==> src/rtl/mul_vr_pkg.sv <==
// Shared types and defaults for the multiplier valid/ready initiator.
// The state encoding follows the multiplier controller's 2-bit style.
`timescale 1ns/1ps
package mul_vr_pkg;
  typedef enum logic [1:0] {
    IDLE  = 2'b00,
    ISSUE = 2'b01,
    AWAIT = 2'b10
  } state_t;

  localparam int MUL_WIDTH   = 16;
  localparam int MUL_DEPTH   = 4;
  localparam int MUL_TIMEOUT = 255;
endpackage

==> src/rtl/mul_vr_fifo.sv <==
// Operand FIFO for the multiplier initiator.
// Ports:
//   clk, rst        clock, async active-low reset
//   push_i, data_i  write request and data (ignored when full)
//   pop_i           drop the head entry (ignored when empty)
//   full_o, empty_o occupancy flags, decoded from registered pointers
//   head_o          oldest entry, forced to zero when empty
`timescale 1ns/1ps
module mul_vr_fifo #(
  parameter int DW    = 32,
  parameter int DEPTH = 4
) (
  input  logic          clk,
  input  logic          rst,
  input  logic          push_i,
  input  logic          pop_i,
  input  logic [DW-1:0] data_i,
  output logic          full_o,
  output logic          empty_o,
  output logic [DW-1:0] head_o
);
  localparam int AW = $clog2(DEPTH);

  // Pointers carry one extra wrap bit so full and empty differ only in the MSB.
  logic [AW:0]                 wr_q, rd_q;
  logic [DEPTH-1:0][DW-1:0]    mem_q;
  logic                        do_push, do_pop;

  assign empty_o = (wr_q == rd_q);
  assign full_o  = (wr_q[AW] != rd_q[AW]) && (wr_q[AW-1:0] == rd_q[AW-1:0]);
  assign do_push = push_i && !full_o;
  assign do_pop  = pop_i && !empty_o;
  assign head_o  = empty_o ? '0 : mem_q[rd_q[AW-1:0]];

  always_ff @(posedge clk or negedge rst) begin
    if (!rst) begin
      wr_q  <= '0;
      rd_q  <= '0;
      mem_q <= '0;
    end else begin
      if (do_push) begin
        mem_q[wr_q[AW-1:0]] <= data_i;
        wr_q                <= wr_q + (AW+1)'(1);
      end
      if (do_pop) rd_q <= rd_q + (AW+1)'(1);
    end
  end
endmodule

==> src/rtl/mul_vr_initiator.sv <==
// Initiator side of the valid/ready multiplier interface.
// Queues host operand pairs, issues them one at a time to the multiplier,
// captures each product into a one-entry response register, and aborts a
// transaction that waits too long for its product.
// Ports:
//   clk, rst                          clock, async active-low reset
//   cmd_valid/cmd_ready/cmd_a/cmd_b   host operand push
//   mul_valid/mul_ready/mul_a/mul_b   multiplier source port
//   res_valid/res_ready/res_data      multiplier destination port
//   rsp_valid/rsp_ready/rsp_data      host response register
//   stall                             holds res_ready low
//   busy, txn_count, timeout_err      status
`timescale 1ns/1ps
module mul_vr_initiator
  import mul_vr_pkg::*;
#(
  parameter int WIDTH   = MUL_WIDTH,
  parameter int DEPTH   = MUL_DEPTH,
  parameter int TIMEOUT = MUL_TIMEOUT
) (
  input  logic               clk,
  input  logic               rst,
  input  logic               cmd_valid,
  output logic               cmd_ready,
  input  logic [WIDTH-1:0]   cmd_a,
  input  logic [WIDTH-1:0]   cmd_b,
  output logic               mul_valid,
  input  logic               mul_ready,
  output logic [WIDTH-1:0]   mul_a,
  output logic [WIDTH-1:0]   mul_b,
  input  logic               res_valid,
  output logic               res_ready,
  input  logic [2*WIDTH-1:0] res_data,
  output logic               rsp_valid,
  input  logic               rsp_ready,
  output logic [2*WIDTH-1:0] rsp_data,
  input  logic               stall,
  output logic               busy,
  output logic [7:0]         txn_count,
  output logic               timeout_err
);
  localparam logic [7:0] TO_LIM = 8'(TIMEOUT);

  state_t               state_q;
  logic                 mul_valid_q, rsp_valid_q, to_err_q;
  logic [2*WIDTH-1:0]   rsp_data_q, head;
  logic [7:0]           txn_q, wait_q;
  logic                 fifo_full, fifo_empty;
  logic                 issue_hs, cap, to_hit;

  mul_vr_fifo #(.DW(2*WIDTH), .DEPTH(DEPTH)) u_fifo (
    .clk    (clk),
    .rst    (rst),
    .push_i (cmd_valid),
    .pop_i  (issue_hs),
    .data_i ({cmd_a, cmd_b}),
    .full_o (fifo_full),
    .empty_o(fifo_empty),
    .head_o (head)
  );

  assign cmd_ready = !fifo_full;
  assign mul_a     = head[2*WIDTH-1:WIDTH];
  assign mul_b     = head[WIDTH-1:0];

  // The abort cycle never accepts a product, so a late res_valid cannot race it.
  assign to_hit    = (state_q == AWAIT) && (wait_q == TO_LIM);
  assign res_ready = (state_q == AWAIT) && !to_hit && !stall &&
                     (!rsp_valid_q || rsp_ready);
  assign issue_hs  = mul_valid_q && mul_ready;
  assign cap       = res_valid && res_ready;

  assign mul_valid   = mul_valid_q;
  assign rsp_valid   = rsp_valid_q;
  assign rsp_data    = rsp_data_q;
  assign txn_count   = txn_q;
  assign timeout_err = to_err_q;
  assign busy        = (state_q != IDLE) || !fifo_empty;

  always_ff @(posedge clk or negedge rst) begin
    if (!rst) begin
      state_q     <= IDLE;
      mul_valid_q <= 1'b0;
      rsp_valid_q <= 1'b0;
      rsp_data_q  <= '0;
      txn_q       <= '0;
      wait_q      <= '0;
      to_err_q    <= 1'b0;
    end else begin
      // Response register: a capture in the same cycle as a host read wins.
      if (cap) begin
        rsp_valid_q <= 1'b1;
        rsp_data_q  <= res_data;
        txn_q       <= txn_q + 8'd1;
      end else if (rsp_ready) begin
        rsp_valid_q <= 1'b0;
      end

      case (state_q)
        IDLE: begin
          if (!fifo_empty) begin
            state_q     <= ISSUE;
            mul_valid_q <= 1'b1;
          end
        end
        ISSUE: begin
          if (issue_hs) begin
            state_q     <= AWAIT;
            mul_valid_q <= 1'b0;
            wait_q      <= '0;
          end
        end
        AWAIT: begin
          if (to_hit) begin
            to_err_q <= 1'b1;
            state_q  <= IDLE;
          end else if (cap) begin
            if (fifo_empty) begin
              state_q <= IDLE;
            end else begin
              state_q     <= ISSUE;
              mul_valid_q <= 1'b1;
            end
          end else begin
            wait_q <= wait_q + 8'd1;
          end
        end
        default: begin
          state_q     <= IDLE;
          mul_valid_q <= 1'b0;
        end
      endcase
    end
  end
endmodule

==> config.mk <==
export PLATFORM = sky130hd
export DESIGN_NAME = mul_vr_initiator
export DESIGN_NICKNAME = d
export VERILOG_FILES = /design/src/rtl/mul_vr_pkg.sv /design/src/rtl/mul_vr_fifo.sv /design/src/rtl/mul_vr_initiator.sv
export SDC_FILE = /design/constraint.sdc
export NUM_CORES = 1
export LEC_CHECK = 0
export ABC_AREA = 1
export CORE_ASPECT_RATIO = 0.7
export CORE_MARGIN = 8
export CORE_UTILIZATION = 45
export DETAILED_ROUTE_END_ITERATION = 12
export PLACE_DENSITY = 0.69
export SLEW_MARGIN = 10
export SYNTH_ARGS = -nofsm -noshare
export SYNTH_HDL_FRONTEND = slang
export SYNTH_HIERARCHICAL = 1
export SYNTH_SLANG_ARGS = --single-unit
==> constraint.sdc <==
create_clock -name clk -period 2.51 [get_ports clk]
set_input_delay 0.6275 -clock clk [delete_from_list [all_inputs] [get_ports clk]]
set_output_delay 0.6275 -clock clk [all_outputs]
set_load 0.01 [all_outputs]
; Word-level counts from Yosys, hierarchy flattened
; Index checks and enable logic that the tools add are counted.
[totals]
mem_bits_ro = 0
reg_bits = 187
input_bits = 71
latch_bits = 0
n_memories = 0
ramBits = 0
[classes]
muxes = 23
n_eq_ne = 12
reduce_logical = 25
n_div = 0
addsub = 4
n_bitwise = 0
shifts = 0
multipliers = 0
n_lt_le_gt_ge = 3
[op_table]
columns = op, count
row1 = $bwmux 128, 1
row2 = $mux 32, 3
row3 = $bmux 32 s2, 1
row4 = $demux 32 s2, 1
row5 = $mux 8, 3
row6 = $add 8x1->8 const B, 2
row7 = $pmux 8 s2, 1
row8 = $logic_and 1x1->1, 10
row9 = $eq 8x8->1 const B, 1
row10 = $mux 2, 4
row11 = $ne 2x2->1 const B, 4
row12 = $mux 1, 7
row13 = $add 3x1->3 const B, 2
row14 = $lt 2x3->1 const B, 2
row15 = $pmux 2 s3, 1
row16 = $reduce_and 3->1, 2
row17 = $reduce_bool 2->1, 3
row18 = $logic_not 1->1, 5
row19 = $reduce_and 4->1, 1
row20 = $eq 3x3->1, 1
row21 = $ne 3x3->1 const B, 1
row22 = $pmux 1 s3, 1
row23 = $eq 2x1->1 const B, 1
row24 = $eq 2x2->1, 1
row25 = 7 further kinds, 8

; Longest topological paths before layout
; Gate-level depths: netlist (run 1).
[depth]
ltp_word = 10
depth_mapped = 13

; By module
; Netlist (run 1), hierarchy kept.
[by_module_without_submodules]
columns = module, seq_area_each_um2, area_per_inst_um2, cells_per_inst, instances
row1 = mul_vr_fifo, 3353.2, 6812.8, 873, 1
row2 = mul_vr_initiator, 1326.3, 2447.3, 293, 1

; Worst setup path after synthesis (run 1)
; OpenSTA, ideal clock, no wires.
[synth_path]
kind = register to output
startpoint = register u_fifo.rd_q[0]
endpoint = output busy
t_arrival_ns = 1.390
path_stages_with_launch = 10
t_required_ns = 1.882
path_slack_ns = 0.493
cell_sequence = dfrtp_1 buf_4 nand2_1 nand2_2 nand3_2 clkbuf_1 inv_1 nand2_1 inv_1 nand2_1
[synth_via]
elab_chain_len = 3
[synth_lines]
columns = item, line_no
row1 = start: declaration, mul_vr_fifo.sv:25  ; logic [AW:0] wr_q, rd_q;
row2 = start signal: assignment, mul_vr_fifo.sv:45  ; if (do_pop) rd_q <= rd_q + (AW+1)'(1);
row3 = $eq 3x3->1, mul_vr_fifo.sv:29  ; assign empty_o = (wr_q == rd_q);
row4 = via fifo_empty, mul_vr_initiator.sv:48  ; logic fifo_full, fifo_empty;
row5 = $logic_not 1->1, mul_vr_initiator.sv:78  ; assign busy = (state_q != IDLE) || !fifo_empty;
row6 = $logic_or 1x1->1, mul_vr_initiator.sv:78
row7 = end: declaration, mul_vr_initiator.sv:38  ; output logic busy,
; The timed path passes the listed nets, and every way through them passes these cells.

; Worst setup path in the final report (run 1)
[layout_path]
startpoint = register u_fifo.rd_q[0]
endpoint = output mul_b[5]
[layout_via]
elab_chain_len = 3
elab_cells_between_ends = 4
classes_between = eq/ne (1) / mux (3)
[layout_lines]
columns = item, line_no
row1 = $bmux 32 s2, mul_vr_fifo.sv:33  ; assign head_o = empty_o ? '0 : mem_q[rd_q[AW-1:0]];
row2 = $mux 32 (not written as such), mul_vr_fifo.sv:33
row3 = $mux 32 (*), mul_vr_fifo.sv:33
row4 = end: declaration, mul_vr_initiator.sv:30  ; output logic [WIDTH-1:0] mul_b,
; Every way passes the cells marked *; elsewhere a longest branch is shown, timed or not. The select of a mux whose other input is x is not followed.

==> results of run 1 <==
[registers in the layout, indices dropped and copies added (netlist names)]
register      count
u_fifo/mem_q    128
rsp_data         32
txn_count         8
wait_q            8
u_fifo/rd_q       3
u_fifo/wr_q       3
state_q           2
mul_valid         1
rsp_valid         1
timeout_err       1
[worst register-to-register path, cell delays in order, from the launching register on]
cell,delay [ns]
sky130_fd_sc_hd__dfrtp_2,0.43
sky130_fd_sc_hd__inv_4,0.06
sky130_fd_sc_hd__nand2_1,0.10
sky130_fd_sc_hd__nand2_2,0.10
sky130_fd_sc_hd__buf_4,0.16
sky130_fd_sc_hd__nand3_4,0.10
sky130_fd_sc_hd__buf_4,0.13
sky130_fd_sc_hd__buf_4,0.66
sky130_fd_sc_hd__nand2_1,0.21
sky130_fd_sc_hd__nand2_1,0.13
sky130_fd_sc_hd__nand2_1,0.06
[placed cells by master, fill, tap and decap left out, types with 3 or more instances in the layout]
master and n:
sky130_fd_sc_hd__o22ai_2 7, sky130_fd_sc_hd__inv_2 7, sky130_fd_sc_hd__o22ai_1 25, sky130_fd_sc_hd__inv_8 4
sky130_fd_sc_hd__nand2_2 8, sky130_fd_sc_hd__xor2_1 4, sky130_fd_sc_hd__inv_1 54, sky130_fd_sc_hd__clkdlybuf4s50_1 111
sky130_fd_sc_hd__o21ai_0 44, sky130_fd_sc_hd__a21oi_1 5, sky130_fd_sc_hd__o21ai_1 17, sky130_fd_sc_hd__nand2_1 453
sky130_fd_sc_hd__buf_16 3, sky130_fd_sc_hd__nor2_1 73, sky130_fd_sc_hd__buf_4 51, sky130_fd_sc_hd__ha_1 6
sky130_fd_sc_hd__o21ai_2 9, sky130_fd_sc_hd__nor2_4 4, sky130_fd_sc_hd__nand3_2 3, sky130_fd_sc_hd__nor2_2 4
sky130_fd_sc_hd__nand4_1 132, sky130_fd_sc_hd__buf_2 19, sky130_fd_sc_hd__clkbuf_16 21, sky130_fd_sc_hd__inv_6 5
sky130_fd_sc_hd__dfrtp_1 186, sky130_fd_sc_hd__buf_12 14, sky130_fd_sc_hd__clkbuf_2 8, sky130_fd_sc_hd__nand3_1 20
sky130_fd_sc_hd__buf_6 8
[cell families (layout without fill, tap and decap cells)]
| family | after synthesis | in the layout | synth area share (%) |
|---|---|---|---|
| simple gates | 706 | 706 | 33.55 |
| flops | 187 | 187 | 50.53 |
| buf+inv | 152 | 318 | 7.918 |
| compound gates | 109 | 109 | 6.580 |
| fa+ha+maj | 7 | 7 | 0.9458 |
| xor+xnor | 5 | 5 | 0.4729 |
[per-stage QoR]
step                      std cells  setup slack, ns  utilization (%)
final                          1608        -0.002218            58.96
after global routing           1608         -0.07552            58.96
after CTS                      1590         0.002000            57.50
after detailed placement       1538         -0.03633            53.61
after global placement         1538         -0.03354            53.61
after floorplan                1166           0.4929                -
[where the power goes]
group / internal [uW] / total (uW) / switching [uW]
sequential: 4290 / 5050 / 766
clock: 1330 / 2670 / 1340
combinational: 3540 / 8350 / 4810
[path summary, 6_finish.rpt]
path	startpoint	end	depth (start not counted)
worst min-delay path	rst	rsp_data[0]$_DFFE_PN0P_	1
min in group clk	u_fifo/mem_q[64]$_DFFE_PN0P_	u_fifo/mem_q[64]$_DFFE_PN0P_	2
worst max-delay path	u_fifo/rd_q[0]$_DFFE_PN0P_	mul_b[5]	8
worst max register to register	u_fifo/rd_q[0]$_DFFE_PN0P_	u_fifo/wr_q[0]$_DFFE_PN0P_	10
worst min register to register	u_fifo/mem_q[64]$_DFFE_PN0P_	u_fifo/mem_q[64]$_DFFE_PN0P_	2
max in group asynchronous	rst	u_fifo/mem_q[97]$_DFFE_PN0P_	2
[per-layer routing]
| metal | global-route usage, % | up-vias |
|---|---|---|
| met5 | 0 | - |
| met4 | 5.279 | 0 |
| met3 | 4.024 | 31 |
| met2 | 32.90 | 423 |
| met1 | 31.25 | 4216 |
| li1 | - | 4154 |
[layout make-up]
type,instances,area [um^2]
inverter,62,235.2
timing repair buffer,224,2252
tap,276,345.3
clock inverter,15,151.4
clock buffer,17,425.4
multi-input combinational,827,3984
fill,1795,8406
sequential,187,4681
[timing repair]
item                       in CTS  in global routing
buffers inserted               16                 15
setup endpoints to repair      35                 34
gates resized for setup       138                 70
gates cloned                    4                  4
hold endpoints to repair        0                  0
pin swaps                      14                 23
==> results.md, run 1 <==
Synth:
- The share of synthesized flip-flops with an asynchronous set or reset is 100.0%.
- Ranked by instance count, the synthesized netlist is headed by sky130_fd_sc_hd__nand2_1 (457), sky130_fd_sc_hd__dfrtp_1 (187), sky130_fd_sc_hd__nand4_1 (132).
- The share of the yosys chip area belonging to registers is between 50 and 60%.
- Synthesis instantiated 31 different standard cells from the library.
- The average size of a mapped cell is roughly 7.9 um^2.
- Counting every instance in the synthesized netlist gives about 1200.
- The top cell type's share of synthesized area is between 50% and 60%.
- The number of enable flip-flop cells after synthesis is 0.
- Synthesis inferred 187 register bits.
- The most used flip-flop cell after synthesis is sky130_fd_sc_hd__dfrtp_1.
- The net count after synthesis is 1244.
- Of all cell types, the one taking the most synthesized area is sky130_fd_sc_hd__dfrtp_1.
- The number of synthesis warnings is 6.
- After synthesis the cells add up to 9260 um^2.
- The most common cell in the synthesized netlist is sky130_fd_sc_hd__nand2_1.
- In the post-synthesis netlist, the biggest area contributors are sky130_fd_sc_hd__dfrtp_1 (51%), sky130_fd_sc_hd__nand2_1 (19%), sky130_fd_sc_hd__nand4_1 (8.9%).

Critical path:
- The number of buffer and inverter instances along the worst setup path is 5.
- The kind of critical path is reg -> out.
- The signal on the critical path passes through buf_12 -> buf_4 -> buf_12 -> nor2_1 -> o22ai_1 -> nand2_1 -> inv_1 -> clkdlybuf4s15_2.
- In this run the register-to-register setup slack is roughly 0.28 ns.
- The most used cell along the critical path is sky130_fd_sc_hd__buf_12.
- The sort of element at the start of the critical path is a flip-flop.
- In this run the worst path has a maximum fanout of 28.
- Grouping stages by cell kind, the critical path spends the most delay in buffers and inverters.
- For this run, the slowest stage of the critical path takes between 0.4 and 0.5 ns.
- For this design, the slowest cell found on the critical path is sky130_fd_sc_hd__dfrtp_2.
- The worst setup path is captured at an output pin.
- The required time reported for the critical path endpoint is around 1.9 ns.
- The data arrival time of the worst path is roughly 1.9 ns.

Detailed routing:
- Summed over all nets, wire length on met3 after detailed routing comes to approximately 2500 um.
- The first TritonRoute pass finished after 5 iterations.
- The highest layer used for signal routing is met4.
- The final wirelength is 28370 um.
- The routed via count is 8824.
- The remaining antenna violation count after routing is 0.
- In the final routing, the length of wire on met1 measures approximately 13000 um.
- After detailed routing, the number of remaining DRC violations is 0.
- The routed length on met2 is about 13000 um.
- In the routed layout, each cell is associated on average with a via count of approximately 5.5.
- The initial DRC count is approximately 1100.
- The average routed wire per standard cell is around 18 um.

Placed design:
- The routability-driven placement congestion ratio is ~0.80.
- In this run the cell area measured after placement is around 11000 um^2.
- The count of port buffers added during placement is roughly 150.
- The post-detailed-placement half-perimeter wirelength is 16660 um.

Timing:
- In the finished design, the share of the clock period the worst path needs comes to 100.1%.
- The largest clock skew in the final design is around 0.011 ns.
- The total of endpoints with negative setup slack in the final report is 1.
- The count of endpoints failing hold in the final timing report is 0.
- The smallest hold slack is roughly 0.0095 ns.
- The relative slew slack is 42.66%.
- The count of final max-slew check failures is 0.
- The achievable clock frequency is around 400 MHz.
- Setup repair after global routing could not meet its margin everywhere.
- At the pin with the least slew margin, the transition time is approximately 0.86 ns.
- Across all setup checks in the final design, the least slack found is -0.002218 ns.
- Summed over all failing endpoints, the final setup total negative slack is -0.002218 ns.
- The final critical delay including setup and external delays is around 2.5 ns.

Outcome:
- The final reports fail on setup timing.
- The flow ran to the end, but the final reports show violations.

Die:
- The floorplan core area is just over 20000 um^2.
- Measured along the x axis, the die boundary spans ~190 um.
- Pin placement for this block handled 149 I/O pins.
- After floorplanning, the core was divided into 44 placement rows.
- The die covers roughly 25000 um^2.
- The die is roughly 140 um tall.
- The initial utilization of the core area, before any placement, comes to between 40 and 50%.

GRT:
- The initial antenna violation count is 0.
- The first global-routing pass estimated approximately 45000 um of wire.
- The via count of the first global-routing pass is 8200.
- The global router's overall resource usage is 21.54%.
- The largest net degree at the start of global routing is 83.
- The leftover overflow at the end of global routing is 0.

Clock tree:
- The number of hold buffers added after cts is 0.
- The H-tree was split into 4 levels.
- Clock tree synthesis selected as its root buffer the cell sky130_fd_sc_hd__clkbuf_16.
- After clock tree synthesis, the clock-pin slew on the worst setup and hold paths is about 0.070 ns.
- The longest clock path from root to sink contains 2 buffers.
- The total clock sinks is approximately 190.
- The number of clock buffers added by TritonCTS is 17.
- The source-to-sink clock delay at the later pin of the worst-skew pair is approximately 0.44 ns.
- The TritonCTS clock tree is done.

Power:
- Summed over all cells, the static leakage comes to about 0.0062 uW.
- The overall power after layout is around 16000 uW.
- The areal power density over the cells is between 1000 and 1500 nW/um^2.
- VDD sags by at most approximately 0.00084 V.

Flow run:
- The max capacitance violation total is 0.

Final layout:
- The final instance area is roughly 12000 um^2.
- The fraction of layout instances using a drive strength above 1 is 14.71%.
- The repair_antennas step left the layout with diodes totalling 0.
- Compared with the post-synthesis result, the final layout area differs by 30.39%.
- The count of nets after finishing is approximately 1400.

Worst hold path:
- The class of the worst hold path is in -> async.
(Power assumes the default switching activity.)
==> run 2: changes to the inputs <==
--- a/config.mk
+++ b/config.mk
@@ -5,12 +5,12 @@
 export SDC_FILE = /design/constraint.sdc
 export NUM_CORES = 1
 export LEC_CHECK = 0
-export ABC_AREA = 1
 export CORE_ASPECT_RATIO = 0.7
 export CORE_MARGIN = 8
-export CORE_UTILIZATION = 45
+export CORE_UTILIZATION = 50
+export CTS_CLUSTER_SIZE = 24
 export DETAILED_ROUTE_END_ITERATION = 12
-export PLACE_DENSITY = 0.69
+export PLACE_DENSITY = 0.76
 export SLEW_MARGIN = 10
 export SYNTH_ARGS = -nofsm -noshare
 export SYNTH_HDL_FRONTEND = slang
==> run 2 against run 1 <==
The run still ends with setup timing left. Hold slack better by 0.13 ns. Routed wire length is 24% lower. Final area is 1.3% lower. Via count is 39% lower. Largest power group unchanged. Count of clock-buffer cells in the layout is 1 higher.
==> results.md, run 2 <==
Timing:
- The largest clock skew in the final design is 0.007966 ns (-0.003468 ns).
- The final critical delay including setup and external delays came to 2.637 ns (+0.1250 ns).
- The count of endpoints failing hold in the final timing report came to 0 (unchanged).
- The achievable clock frequency came to 379.2 MHz (-4.7%).
- Setup repair after global routing could not meet its margin everywhere.
- The relative slew slack is 53.14% (+10 points).
- The period utilization came to 105.1% (+5.0 points).
- The slew of the pin with the lowest slew margin is 0.6851 ns (-0.1750 ns).
- The count of final max-slew check failures is 0 (unchanged).
- The minimum setup slack in the final design is -0.1273 ns (-0.1250 ns).
- The total of endpoints with negative setup slack in the final report was 33 (+32).

Final layout:
- In the layout the commonest cells are sky130_fd_sc_hd__dfrtp_1 (184), sky130_fd_sc_hd__mux2_4 (145), sky130_fd_sc_hd__clkdlybuf4s50_1 (112).
- The top register by number of flip-flops is u_fifo/mem_q.
- The share of the core filled with cells is 66.59% (+7.6 points).
- The count of nets after finishing is 830 (-41%).
- The number of diodes came to 0 (unchanged).
- Leaving out fill and tap cells, the most frequent cell in the layout is sky130_fd_sc_hd__dfrtp_1.
- The layout overhead on the synthesized area is 31.15%.
- The fraction of layout instances using a drive strength above 1 is 44.05% (+29 points).
- The number of flip-flops under the largest register name was 128 (unchanged).
- The number of inserted filler cells in the final layout came to 1245 (-31%).

Power:
- The switching power as a share of total power is 32.71% (-10 points).
- The peak ir drop on the vdd network was 0.0008201 V (-2.6%).
- The overall power after layout is 17550 uW (+9.2%).
- The switching component of the power was 5739 uW (-17%).
- The internal power summed over all cells was 11810 uW (+29%).
- The areal power density over the cells is 1472 nW/um^2 (+11%).
- The sequential cell fraction of total power was 30.4% (-1.0 points).
- The power share of the clock group is 16.1% (-0.5 points).
- The relative contribution of combinational cells to total power is 53.5% (+1.5 points).
- The static leakage was 0.005241 uW (-16%).

Synth:
- After synthesis, the most frequently instantiated cells are sky130_fd_sc_hd__dfrtp_1 (187), sky130_fd_sc_hd__mux2_4 (145), sky130_fd_sc_hd__mux4_2 (32).
- The top cell type's share of synthesized area was 51.47% (+0.94 points).
- The register bit total from synthesis came to 187 (unchanged).
- The total standard cell area after synthesis was 9091 um^2 (-1.8%).
- The number of synthesis warnings was 6 (unchanged).
- The cell count after synthesis is 561 (-52%).
- The share of the yosys chip area belonging to registers came to 51.47% (+0.94 points).
- In the post-synthesis netlist, the biggest area contributors are sky130_fd_sc_hd__dfrtp_1 (51%), sky130_fd_sc_hd__mux2_4 (24%), sky130_fd_sc_hd__mux4_2 (7.9%).
- The cell accounting for the most synthesized area is sky130_fd_sc_hd__dfrtp_1.
- The number of enable flip-flop cells after synthesis was 0 (unchanged).
- Among all flip-flop cells after synthesis, the most frequent one is sky130_fd_sc_hd__dfrtp_1.
- sky130_fd_sc_hd__dfrtp_1 is the most common cell in the netlist.
- The distinct cell type count of the synthesized netlist came to 40 (+29%).
- The net count after synthesis is 639 (-49%).
- The share of synthesized flip-flops with an asynchronous set or reset is 100.0% (unchanged).
- The average size of a mapped cell was 16.21 um^2 (+100%).

Critical path:
- Broken down by cell family, the worst path's largest delay share belongs to buffers and inverters.
- The kind of capture point of the worst setup path is an output pin.
- The delay of the slowest cell on the worst path is 0.42 ns (-0.03 ns).
- The maximum net fanout on the critical path is 4 (-86%).
- The number of buffer and inverter instances along the worst setup path is 4 (-1).
- The required time reported for the critical path endpoint is 1.88 ns (about the same).
- The depth of the most critical reg-to-reg path is 7 (-3).
- The endpoint identified for the worst register-to-register timing path is u_fifo/mem_q[75]$_DFFE_PN0P_.
- The critical path is of the reg -> out type.
- Walking the worst path, the cells encountered are buf_6 -> xor2_4 -> nor3_4 -> buf_12 -> buf_12 -> and2b_1 -> buf_2.
- The minimum setup slack among reg-to-reg paths came to 0.31 ns (+0.03 ns).
- The start of the worst register-to-register path is u_fifo/rd_q[0]$_DFFE_PN0P_.
- The slowest stage of the critical path belongs to the cell sky130_fd_sc_hd__dfrtp_2.
- Counting stages on the worst path, the most repeated cell is sky130_fd_sc_hd__buf_12.
- The data arrival time of the worst path is 2.01 ns (+0.13 ns).
- The worst setup path is launched from a flip-flop.

Placed design:
- The count of port buffers added during placement is 148 (unchanged).
- The post-detailed-placement half-perimeter wirelength is 13970 um (-16%).
- The routability-driven placement congestion ratio is 0.7894 (-1.7%).

Outcome:
- The checks that failed: setup timing.
- The run finished, with violations left.

Detailed routing:
- The remaining antenna violation count after routing came to 0 (unchanged).
- The routed via count is 5421 (-39%).
- The residual DRC count is 0 (unchanged).
- The initial DRC count came to 325 (-71%).
- The routed via count divided by cell count is 5.416 (-1.3%).
- The final wirelength came to 21590 um (-24%).
- The iteration count of the initial detailed-routing pass is 4 (-1).
- The average routed wire per standard cell came to 21.57 um (+22%).

Clock tree:
- The number of H-tree branching levels is 4 (unchanged).
- The clock root buffer master is sky130_fd_sc_hd__clkbuf_16.
- The total clock buffers created by CTS is 17 (unchanged).
- The source-to-sink clock delay at the later pin of the worst-skew pair is 0.43 ns (about the same).
- The total clock sinks is 187 (unchanged).
- The TritonCTS clock tree is done.
- The clock-pin slew reported for the worst setup and hold paths after clock tree synthesis came to 0.07 ns (about the same).
- The number of buffers on the longest clock path is 2 (unchanged).
- The number of hold buffers added after cts is 0 (unchanged).

Die:
- The vertical die dimension is 128.8 um (-5.3%).
- The floorplan core area was 17900 um^2 (-13%).
- The effective utilization at floorplan is 50.78% (+5.6 points).
- The top-level I/O count is 149 (unchanged).
- The floorplan die area came to 22820 um^2 (-10%).
- The number of cell rows is 41 (-6.8%).
- The die width is 177.2 um (-5.5%).

GRT:
- The first-pass GRT wire length was 34450 um (-23%).
- The largest net degree at the start of global routing is 54 (-35%).
- The leftover overflow at the end of global routing was 0 (unchanged).
- The global router's overall resource usage was 19.24% (-2.3 points).
- The via count of the first global-routing pass is 6181 (-25%).
- The initial antenna violation count is 0 (unchanged).

Flow run:
- The max capacitance violation total is 0 (unchanged).

Worst hold path:
- The class of the worst hold path is in -> async.
run 2: cell types whose count changed in the layout (fill, tap and decap cells not counted), sizes merged, moves of 13 or more:
cell	previous run	this run
buf	97	84
o21ai	71	7
o22ai	32	2
nand3	25	8
nor2b	0	28
inv	71	12
nor2	81	4
mux4	0	32
mux2	0	163
nand2	463	16
nand4	134	4
run 2: how the worst max path moves through the flow:
stage / from / slack (ns) / depth (start not counted) / endpoint
2_1_floorplan: u_fifo/rd_q[1]$_DFFE_PN0P_ / 0.21 / 5 / mul_a[11]
3_3_place_gp: rsp_ready / -0.04 / 4 / res_ready
3_5_place_dp: rsp_ready / -0.09 / 4 / res_ready
4_1_cts: u_fifo/rd_q[0]$_DFFE_PN0P_ / -0.17 / 8 / mul_a[8]
5_1_grt: u_fifo/rd_q[0]$_DFFE_PN0P_ / -0.21 / 6 / busy
6_report: u_fifo/rd_q[0]$_DFFE_PN0P_ / -0.13 / 7 / mul_b[4]
run 2: timing repair:
action | CTS | global route
gates cloned | 2 | 1
buffers inserted | 17 | 6
pin swaps | 3 | 2
resized for setup | 144 | 33
endpoints found under the setup margin | 35 | 35
run 2: layout make-up:
cell class / count / area (um^2) / share of cell area, %
Clock inverter: 14 / 185.2 / 1.553
Sequential cell: 187 / 4683 / 39.28
Inverter: 8 / 30.03 / 0.2519
Timing Repair Buffer: 203 / 2078 / 17.43
Clock buffer: 18 / 439.2 / 3.683
Multi-Input combinational cell: 335 / 4212 / 35.32
Tap cell: 236 / 295.3 / 2.477
run 2: kinds of logic after synthesis:
kind of cell / synth area share (%)
buf+inv: 3.262
mux: 34.10
xor+xnor: 1.913
simple gates: 5.202
fa+ha+maj: 0.9633
flops: 51.47
compound gates: 3.083
run 2: stage by stage:
stage	cells	instance area, um^2	setup slack, ns	hold slack [ns]	TNS (ns)
final	1001	11920	-0.1273	0.1439	-2.503
after global routing	1001	11920	-0.2079	0.1659	-4.955
after CTS	997	11770	-0.1683	0.1548	-3.988
after detailed placement	949	11040	-0.08892	0.4566	-0.08892
after global placement	949	11040	-0.04114	0.4506	-0.04114
after floorplan	561	9091	0.2130	0.3319	0
run 2: per-layer routing:
layer,wire [um],share of wire (%),GRT usage [%],up-vias
met5,0,0,0,-
met4,304,1.4,5.175,0
met3,1337,6.2,5.707,28
met2,10230,47,31.00,128
met1,9715,45,25.07,2854
li1,-,-,-,2411
run 2: power groups by stage:
stage	Combinational (uW)	Sequential [uW]	Clock [uW]
CTS	9020	5330	2890
floorplan	5480	5220	0
finish	9380	5340	2820
global placement	8780	5230	0
detailed placement	8950	5350	0
global route	10000	5510	3020
